==> config.mk <==
export PLATFORM = sky130hd
export DESIGN_NAME = ysyx_25030093_fetch_seq_flat
export DESIGN_NICKNAME = d
export VERILOG_FILES = /design/src/rtl/ysyx_25030093_pkg.sv /design/src/rtl/ysyx_25030093_fetch_seq_if.sv /design/src/rtl/ysyx_25030093_fetch_seq_npc_calc.sv /design/src/rtl/ysyx_25030093_fetch_seq.sv /design/src/flat_wrapper.sv
export SDC_FILE = /design/constraint.sdc
export NUM_CORES = 1
export LEC_CHECK = 0
export CAP_MARGIN = 20
export CORE_ASPECT_RATIO = 1.2
export CORE_MARGIN = 4
export CORE_UTILIZATION = 46
export DETAILED_ROUTE_END_ITERATION = 6
export GPL_ROUTABILITY_DRIVEN = 1
export PLACE_DENSITY = 0.89
export SYNTH_ARGS = -nofsm -noshare
export SYNTH_HDL_FRONTEND = slang
export SYNTH_HIERARCHICAL = 1
export SYNTH_SLANG_ARGS = --single-unit
==> constraint.sdc <==
create_clock -name clk -period 2.6 [get_ports clk]
set_input_delay 0.52 -clock clk [delete_from_list [all_inputs] [get_ports clk]]
set_output_delay 0.52 -clock clk [all_outputs]
set_load 0.005 [all_outputs]
==> src/rtl/ysyx_25030093_pkg.sv <==
// Shared types and constants for the ysyx_25030093 fetch/next-PC sequencer.
package ysyx_25030093_pkg;

  typedef enum logic [1:0] {
    PC_SEQ  = 2'b00,
    PC_JALR = 2'b01,
    PC_JAL  = 2'b10,
    PC_BR   = 2'b11
  } pc_sel_e;

  typedef enum logic [2:0] {
    ST_RESET,
    ST_REQ,
    ST_RESP,
    ST_EXEC,
    ST_HALT
  } state_e;

  localparam logic [31:0] RESET_PC_DEFAULT = 32'h8000_0000;
  localparam logic [31:0] INST_RET         = 32'h0000_8067;

endpackage

==> src/rtl/ysyx_25030093_fetch_seq_if.sv <==
// Instruction fetch bus: request channel (address) and response channel (data/err).
interface ysyx_25030093_fetch_seq_if;
  logic        if_req_valid;
  logic        if_req_ready;
  logic [31:0] if_req_addr;
  logic        if_resp_valid;
  logic [31:0] if_resp_data;
  logic        if_resp_err;
  logic        if_resp_ready;

  modport master (
    output if_req_valid, if_req_addr, if_resp_ready,
    input  if_req_ready, if_resp_valid, if_resp_data, if_resp_err
  );

  modport slave (
    input  if_req_valid, if_req_addr, if_resp_ready,
    output if_req_ready, if_resp_valid, if_resp_data, if_resp_err
  );
endinterface

==> src/rtl/ysyx_25030093_fetch_seq_npc_calc.sv <==
// Combinational next-PC selection: sequential, jalr, jal, conditional branch.
module ysyx_25030093_npc_calc
  import ysyx_25030093_pkg::*;
(
  input  logic [31:0] pc,
  input  pc_sel_e     pc_sel,
  input  logic [31:0] rs1,
  input  logic [31:0] imm,
  input  logic        br_taken,
  output logic [31:0] npc
);
  logic [31:0] seq_pc, rel_pc, jr_pc;

  assign seq_pc = pc + 32'd4;
  assign rel_pc = pc + imm;
  // jalr target has bit 0 forced low
  assign jr_pc  = (rs1 + imm) & ~32'd1;

  always_comb begin
    npc = seq_pc;
    case (pc_sel)
      PC_SEQ:  npc = seq_pc;
      PC_JALR: npc = jr_pc;
      PC_JAL:  npc = rel_pc;
      PC_BR:   npc = br_taken ? rel_pc : seq_pc;
      default: npc = seq_pc;
    endcase
  end
endmodule

==> src/rtl/ysyx_25030093_fetch_seq.sv <==
// Handshaked fetch/next-PC sequencer owning the architectural PC.
// Optional function-trace hooks: define YSYX_25030093_FTRACE_EN.
module ysyx_25030093_fetch_seq
  import ysyx_25030093_pkg::*;
#(
  parameter logic [31:0] RESET_PC       = RESET_PC_DEFAULT,
  parameter int unsigned TIMEOUT_CYCLES = 256
) (
  input  logic                             clk,
  input  logic                             rst_n,
  ysyx_25030093_fetch_seq_if.master        bus,
  output logic [31:0]                      inst,
  output logic                             inst_valid,
  input  logic                             exu_done,
  input  logic [1:0]                       pc_sel,
  input  logic [31:0]                      rs1_data,
  input  logic [31:0]                      imm_data,
  input  logic                             br_taken,
  input  logic                             halt,
  output logic [31:0]                      pc,
  output logic                             fetch_err,
  output logic                             halted
);
  state_e      state, state_nx;
  logic [31:0] npc;
  logic        req_valid, resp_ready;
  logic        commit, resp_ok, resp_bad, stall, tmo;

  ysyx_25030093_npc_calc u_npc (
    .pc       (pc),
    .pc_sel   (pc_sel_e'(pc_sel)),
    .rs1      (rs1_data),
    .imm      (imm_data),
    .br_taken (br_taken),
    .npc      (npc)
  );

  assign commit   = (state == ST_EXEC) && exu_done;
  assign resp_ok  = (state == ST_RESP) && bus.if_resp_valid && !bus.if_resp_err;
  assign resp_bad = (state == ST_RESP) && bus.if_resp_valid &&  bus.if_resp_err;
  assign stall    = ((state == ST_REQ)  && !bus.if_req_ready) ||
                    ((state == ST_RESP) && !bus.if_resp_valid);

  // Bus watchdog: counts consecutive stalled REQ/RESP cycles.
  generate
    if (TIMEOUT_CYCLES != 0) begin : g_tmo
      localparam int TW = (TIMEOUT_CYCLES < 2) ? 1 : $clog2(TIMEOUT_CYCLES);
      logic [TW-1:0] tcnt;

      assign tmo = stall && (tcnt == TW'(TIMEOUT_CYCLES - 1));

      always_ff @(posedge clk or negedge rst_n) begin
        if (!rst_n)             tcnt <= '0;
        else if (!stall || tmo) tcnt <= '0;
        else                    tcnt <= tcnt + TW'(1);
      end
    end else begin : g_no_tmo
      assign tmo = 1'b0;
    end
  endgenerate

  always_ff @(posedge clk or negedge rst_n) begin
    if (!rst_n) state <= ST_RESET;
    else        state <= state_nx;
  end

  always_comb begin
    state_nx = state;
    case (state)
      ST_RESET: state_nx = ST_REQ;
      ST_REQ: begin
        if (tmo)                    state_nx = ST_HALT;
        else if (bus.if_req_ready)  state_nx = ST_RESP;
      end
      ST_RESP: begin
        if (bus.if_resp_valid)      state_nx = bus.if_resp_err ? ST_HALT : ST_EXEC;
        else if (tmo)               state_nx = ST_HALT;
      end
      ST_EXEC: begin
        if (exu_done)               state_nx = halt ? ST_HALT : ST_REQ;
      end
      ST_HALT:                      state_nx = ST_HALT;
      default:                      state_nx = ST_RESET;
    endcase
  end

  always_comb begin
    req_valid  = 1'b0;
    resp_ready = 1'b0;
    inst_valid = 1'b0;
    halted     = 1'b0;
    case (state)
      ST_REQ:  req_valid  = 1'b1;
      ST_RESP: resp_ready = 1'b1;
      ST_EXEC: inst_valid = 1'b1;
      ST_HALT: halted     = 1'b1;
      default: ;
    endcase
  end

  assign bus.if_req_valid  = req_valid;
  assign bus.if_req_addr   = pc;
  assign bus.if_resp_ready = resp_ready;

  always_ff @(posedge clk or negedge rst_n) begin
    if (!rst_n) begin
      pc        <= RESET_PC;
      inst      <= '0;
      fetch_err <= 1'b0;
    end else begin
      if (commit)          pc        <= npc;
      if (resp_ok)         inst      <= bus.if_resp_data;
      if (resp_bad || tmo) fetch_err <= 1'b1;
    end
  end

`ifdef YSYX_25030093_FTRACE_EN
  // Trace on the committing edge; ret is jalr with the canonical encoding.
  always @(posedge clk) begin
    if (rst_n && commit) begin
      if (pc_sel_e'(pc_sel) == PC_JALR && inst == INST_RET)
        $display("ftrace ret  pc=%h", pc);
      else if (pc_sel_e'(pc_sel) == PC_JALR || pc_sel_e'(pc_sel) == PC_JAL)
        $display("ftrace call pc=%h target=%h", pc, npc);
    end
  end
`endif

endmodule

==> src/flat_wrapper.sv <==
// flat-port wrapper written by rule: the top's interface ports become plain ports
module ysyx_25030093_fetch_seq_flat import ysyx_25030093_pkg::*;
#(
  parameter logic [31:0] RESET_PC       = RESET_PC_DEFAULT,
  parameter int unsigned TIMEOUT_CYCLES = 256
)
  (clk, rst_n, inst, inst_valid, exu_done, pc_sel, rs1_data, imm_data, br_taken, halt, pc, fetch_err, halted, bus_if_req_valid, bus_if_req_addr, bus_if_resp_ready, bus_if_req_ready, bus_if_resp_valid, bus_if_resp_data, bus_if_resp_err);
  ysyx_25030093_fetch_seq_if bus_i ();
  input  logic clk;
  input  logic rst_n;
  output logic [31:0] inst;
  output logic inst_valid;
  input  logic exu_done;
  input  logic [1:0] pc_sel;
  input  logic [31:0] rs1_data;
  input  logic [31:0] imm_data;
  input  logic br_taken;
  input  logic halt;
  output logic [31:0] pc;
  output logic fetch_err;
  output logic halted;
  output wire logic [$bits(bus_i.if_req_valid)-1:0] bus_if_req_valid;
  output wire logic [$bits(bus_i.if_req_addr)-1:0] bus_if_req_addr;
  output wire logic [$bits(bus_i.if_resp_ready)-1:0] bus_if_resp_ready;
  input wire logic [$bits(bus_i.if_req_ready)-1:0] bus_if_req_ready;
  input wire logic [$bits(bus_i.if_resp_valid)-1:0] bus_if_resp_valid;
  input wire logic [$bits(bus_i.if_resp_data)-1:0] bus_if_resp_data;
  input wire logic [$bits(bus_i.if_resp_err)-1:0] bus_if_resp_err;
  assign bus_if_req_valid = bus_i.if_req_valid;
  assign bus_if_req_addr = bus_i.if_req_addr;
  assign bus_if_resp_ready = bus_i.if_resp_ready;
  assign bus_i.if_req_ready = bus_if_req_ready;
  assign bus_i.if_resp_valid = bus_if_resp_valid;
  assign bus_i.if_resp_data = bus_if_resp_data;
  assign bus_i.if_resp_err = bus_if_resp_err;
  ysyx_25030093_fetch_seq #(.RESET_PC(RESET_PC), .TIMEOUT_CYCLES(TIMEOUT_CYCLES)) u_core (.clk(clk), .rst_n(rst_n), .bus(bus_i), .inst(inst), .inst_valid(inst_valid), .exu_done(exu_done), .pc_sel(pc_sel), .rs1_data(rs1_data), .imm_data(imm_data), .br_taken(br_taken), .halt(halt), .pc(pc), .fetch_err(fetch_err), .halted(halted));
endmodule
==> flow_summary.toml <==
[critical_path]
cpMostUsedCell = "a21oi_2"
cpLargestDelayFamily = "compound AO/OA/AOI/OAI gates"
cpMaxStageDelayCell = "or3_1"
cp_cell_sequence = "ha_4, a21oi_2, o22ai_1, or3_1, o21a_4, a21oi_4, o21ai_4, a21oi_2, buf_4, or4_1, nand4_1, mux2_4"
critical_path_peak_fanout = 3
cp-end-kind = "flip-flop"
crit_path_start_kind = "flip-flop"
critPathRequiredTime_ns = 2.85
crit_buf_inv = 1
cp_data_arrival_time_ns = 3.58
path_class = "flip-flop to flip-flop"
slowest_delay_ns = 0.49

[pwr]
clockPowerShare_pct = 10.7
ir_worst_vdd_v = 0.000664
intPower_mw = 7.70
power_density_nw_per_um2 = 983
combPwrFrac_pct = 72.2
power_mw = 13.1
p_leak_nw = 6.08
seq_power_share_pct = 17.1
swShare_pct = 41.1
p_switching_mw = 5.38

[timing]
rsz0062_at_grt = "yes"
hold_violations = 0
slew_viol_final = 0
fin_skew_ns = 0.0148
period_needed_ns = 3.33
slew-limit-headroom_pct = 50.7
tns_ns = -7.55
timing.fmax_mhz = 300
fin_ws_ns = -0.729
finalCritPeriodShare_pct = 128
setup_viol_count_final = 23
tightest_slew_ns = 0.739

[yosys]
yosysWarningCount = 6
synth_seq_cells = 76
synth_nets = 1063
synth_seq_area_share_pct = 23.8
syn_inst = 892
ys.flop_type = "dfrtp_1"
synth-edff-count = 0
syn_area_per_cell_um2 = 8.97
yosysUniqueCellTypes = 84
async_reset_ff_share_pct = 100
netlist_area_um2 = 8000

[global_route]
antenna_found_initial = 1
grt_usage_pct = 32.7
grt_pass1_wl_um = 51700
grt_max_degree = 45
grt_pass1_vias = 10300
overflow = 0

[clock_network]
path_clk_slew_ns = 0.07
cts_buffer_depth = 2
cts_tree = "built"
cts-root-buf = "clkbuf_16"
worstSkewPairLatency_ns = 0.36
ctsHtreeMaxLevel = 3
cts_made_buffers = 9
clkSinkCount = 76
holdBufCountCts = 0

[layout]
final_common_cell = "buf_4"
fin_nets = 1482
regArea_um2 = 1900
final_cell_mix = "249 x buf_4, 160 x clkdlybuf4s50_1, 74 x dfrtp_1"
synthToLayoutAreaGrowth_pct = 66.5
design_area_um2 = 13300
final_util_pct = 78.4
multi_input_area_um2 = 6640
nFillCells = 931
drive_gt1_share_pct = 38.7

[die]
core_um2 = 17000
die_area_um2 = 19600
io_pins = 207
num_rows = 52
initial_core_util_pct = 47.1
die_h_um = 152
die_w_um = 128

[route]
drcViolationCount = 42
wl_per_cell_um = 25.1
totalWireLength_um = 38400
vias_per_cell = 6.57
antenna_left = 0
vias = 10100
drt_first_pass_iters = 7
first_iter_violations = 1641

[job]
drv_cap = 0

[place]
placed_area_um2 = 11800
io_buffers = 206
place.gp.congestion = 0.937
pre_cts_ws_ns = -0.984
dp_hpwl_um = 22300

[outcome]
violations = "design-rule violations, negative setup slack"
status = "finished, violations left"

[min_path]
hold_class = "primary input to asynchronous set/reset pin"
==> what timing repair did <==
action / 4_1_cts / 5_1_grt
resized for setup: 209 / 85
pin swaps: 102 / 82
endpoints found under the setup margin: 26 / 25
setup buffers: 31 / 18
==> logic make-up after synthesis <==
group / count (synthesis) / share of synthesized area (%)
simple gates: 265 / 17.6
compound gates: 258 / 22.6
buf+inv: 82 / 6.16
flops: 76 / 23.8
xor+xnor: 75 / 8.21
mux: 71 / 11.3
fa+ha+maj: 65 / 10.4
==> worst reg2reg max path: stages, from the launching register on <==
cell and delay [ns]:
dfrtp_1 0.42, ha_4 0.28, a21oi_2 0.26, o22ai_1 0.30
or3_1 0.49, o21a_4 0.28, a21oi_4 0.20, o21ai_4 0.08
a21oi_2 0.17, buf_4 0.15, or4_1 0.11, nand4_1 0.14
mux2_4 0.30
==> final timing paths <==
| path | cells after the start | start | slack, ns | endpoint |
|---|---|---|---|---|
| setup / recovery | 12 | u_core/bus.if_req_addr[9] | -0.73 | u_core/bus.if_req_addr[30] |
| hold / removal | 1 | rst_n | 0.18 | u_core/inst[29] |
| setup reg to reg | 12 | u_core/bus.if_req_addr[9] | -0.73 | u_core/bus.if_req_addr[30] |
| hold reg to reg | 2 | u_core/fetch_err | 0.51 | u_core/fetch_err |
| max in group asynchronous | 2 | rst_n | 1.73 | u_core/bus.if_req_addr[31] |
| min in group clk | 2 | u_core/fetch_err | 0.51 | u_core/fetch_err |
==> area by class of cell <==
class / instances / share of cell area [%]
antenna: 1 / 0.0188
inverter: 16 / 0.451
timing repair buffer: 474 / 31.0
tap: 216 / 2.03
clock inverter: 4 / 0.413
multi-input combinational: 734 / 49.8
sequential: 76 / 14.3
clock buffer: 12 / 1.93
==> stage by stage <==
step	cells	hold WS, ns
global placement	1471	0.485
CTS	1517	0.203
detailed placement	1471	0.485
floorplan	892	0.224
finish	1533	0.175
global route	1533	0.220
==> flip-flops by register name, indices dropped and copies added (netlist names) <==
name	flops
u_core/g_tmo.tcnt	8
u_core/inst	32
u_core/fetch_err	1
u_core/state	3
u_core/bus.if_req_addr	32
==> synthesized netlist by cell type, drive strengths merged, types with 3 or more instances <==
| master | n | area (um2) |
|---|---|---|
| dfrtp | 75 | 1880 |
| nand2 | 73 | 279 |
| mux2 | 64 | 833 |
| ha | 63 | 788 |
| a21oi | 55 | 305 |
| nor2 | 52 | 208 |
| o21ai | 49 | 268 |
| buf | 48 | 364 |
| xnor2 | 42 | 368 |
| a21o | 40 | 300 |
| xor2 | 33 | 289 |
| nand3 | 27 | 135 |
| nand4 | 19 | 119 |
| clkbuf | 18 | 68.8 |
| nand2b | 18 | 128 |
| inv | 16 | 60.1 |
| nor3 | 16 | 91.3 |
| nor2b | 15 | 93.8 |
| and3 | 14 | 87.6 |
| a211oi | 12 | 90.1 |
| a22oi | 12 | 90.1 |
| a31oi | 12 | 75.1 |
| o21a | 10 | 82.6 |
| o221ai | 10 | 105 |
| o211ai | 9 | 67.6 |
| or3 | 8 | 55.1 |
| mux2i | 7 | 70.1 |
| o22ai | 6 | 37.5 |
| o31a | 6 | 53.8 |
| and2 | 5 | 31.3 |
| o21bai | 5 | 37.5 |
| a2111oi | 3 | 32.5 |
| a221oi | 3 | 26.3 |
| and4 | 3 | 26.3 |
| nand3b | 3 | 22.5 |
| nor4 | 3 | 33.8 |
| nor4b | 3 | 47.5 |
| o31ai | 3 | 22.5 |
==> per-layer routing <==
metal | vias up | share of wire (%) | track usage (%)
met5 | - | 0 | 0
met4 | 0 | 9.4 | 22.5
met3 | 374 | 12 | 7.05
met2 | 962 | 46 | 55.9
met1 | 4617 | 33 | 35.4
li1 | 4126 | - | -
==> power groups by stage <==
stage | Combinational [mW] | Clock [mW] | Sequential [mW]
5_1_grt | 9.86 | 1.47 | 2.30
3_3_place_gp | 7.43 | 0 | 2.17
3_5_place_dp | 7.63 | 0 | 2.17
6_report | 9.45 | 1.40 | 2.23
2_1_floorplan | 3.94 | 0 | 2.29
4_1_cts | 8.36 | 1.39 | 2.21
(Power assumes the default switching activity.)
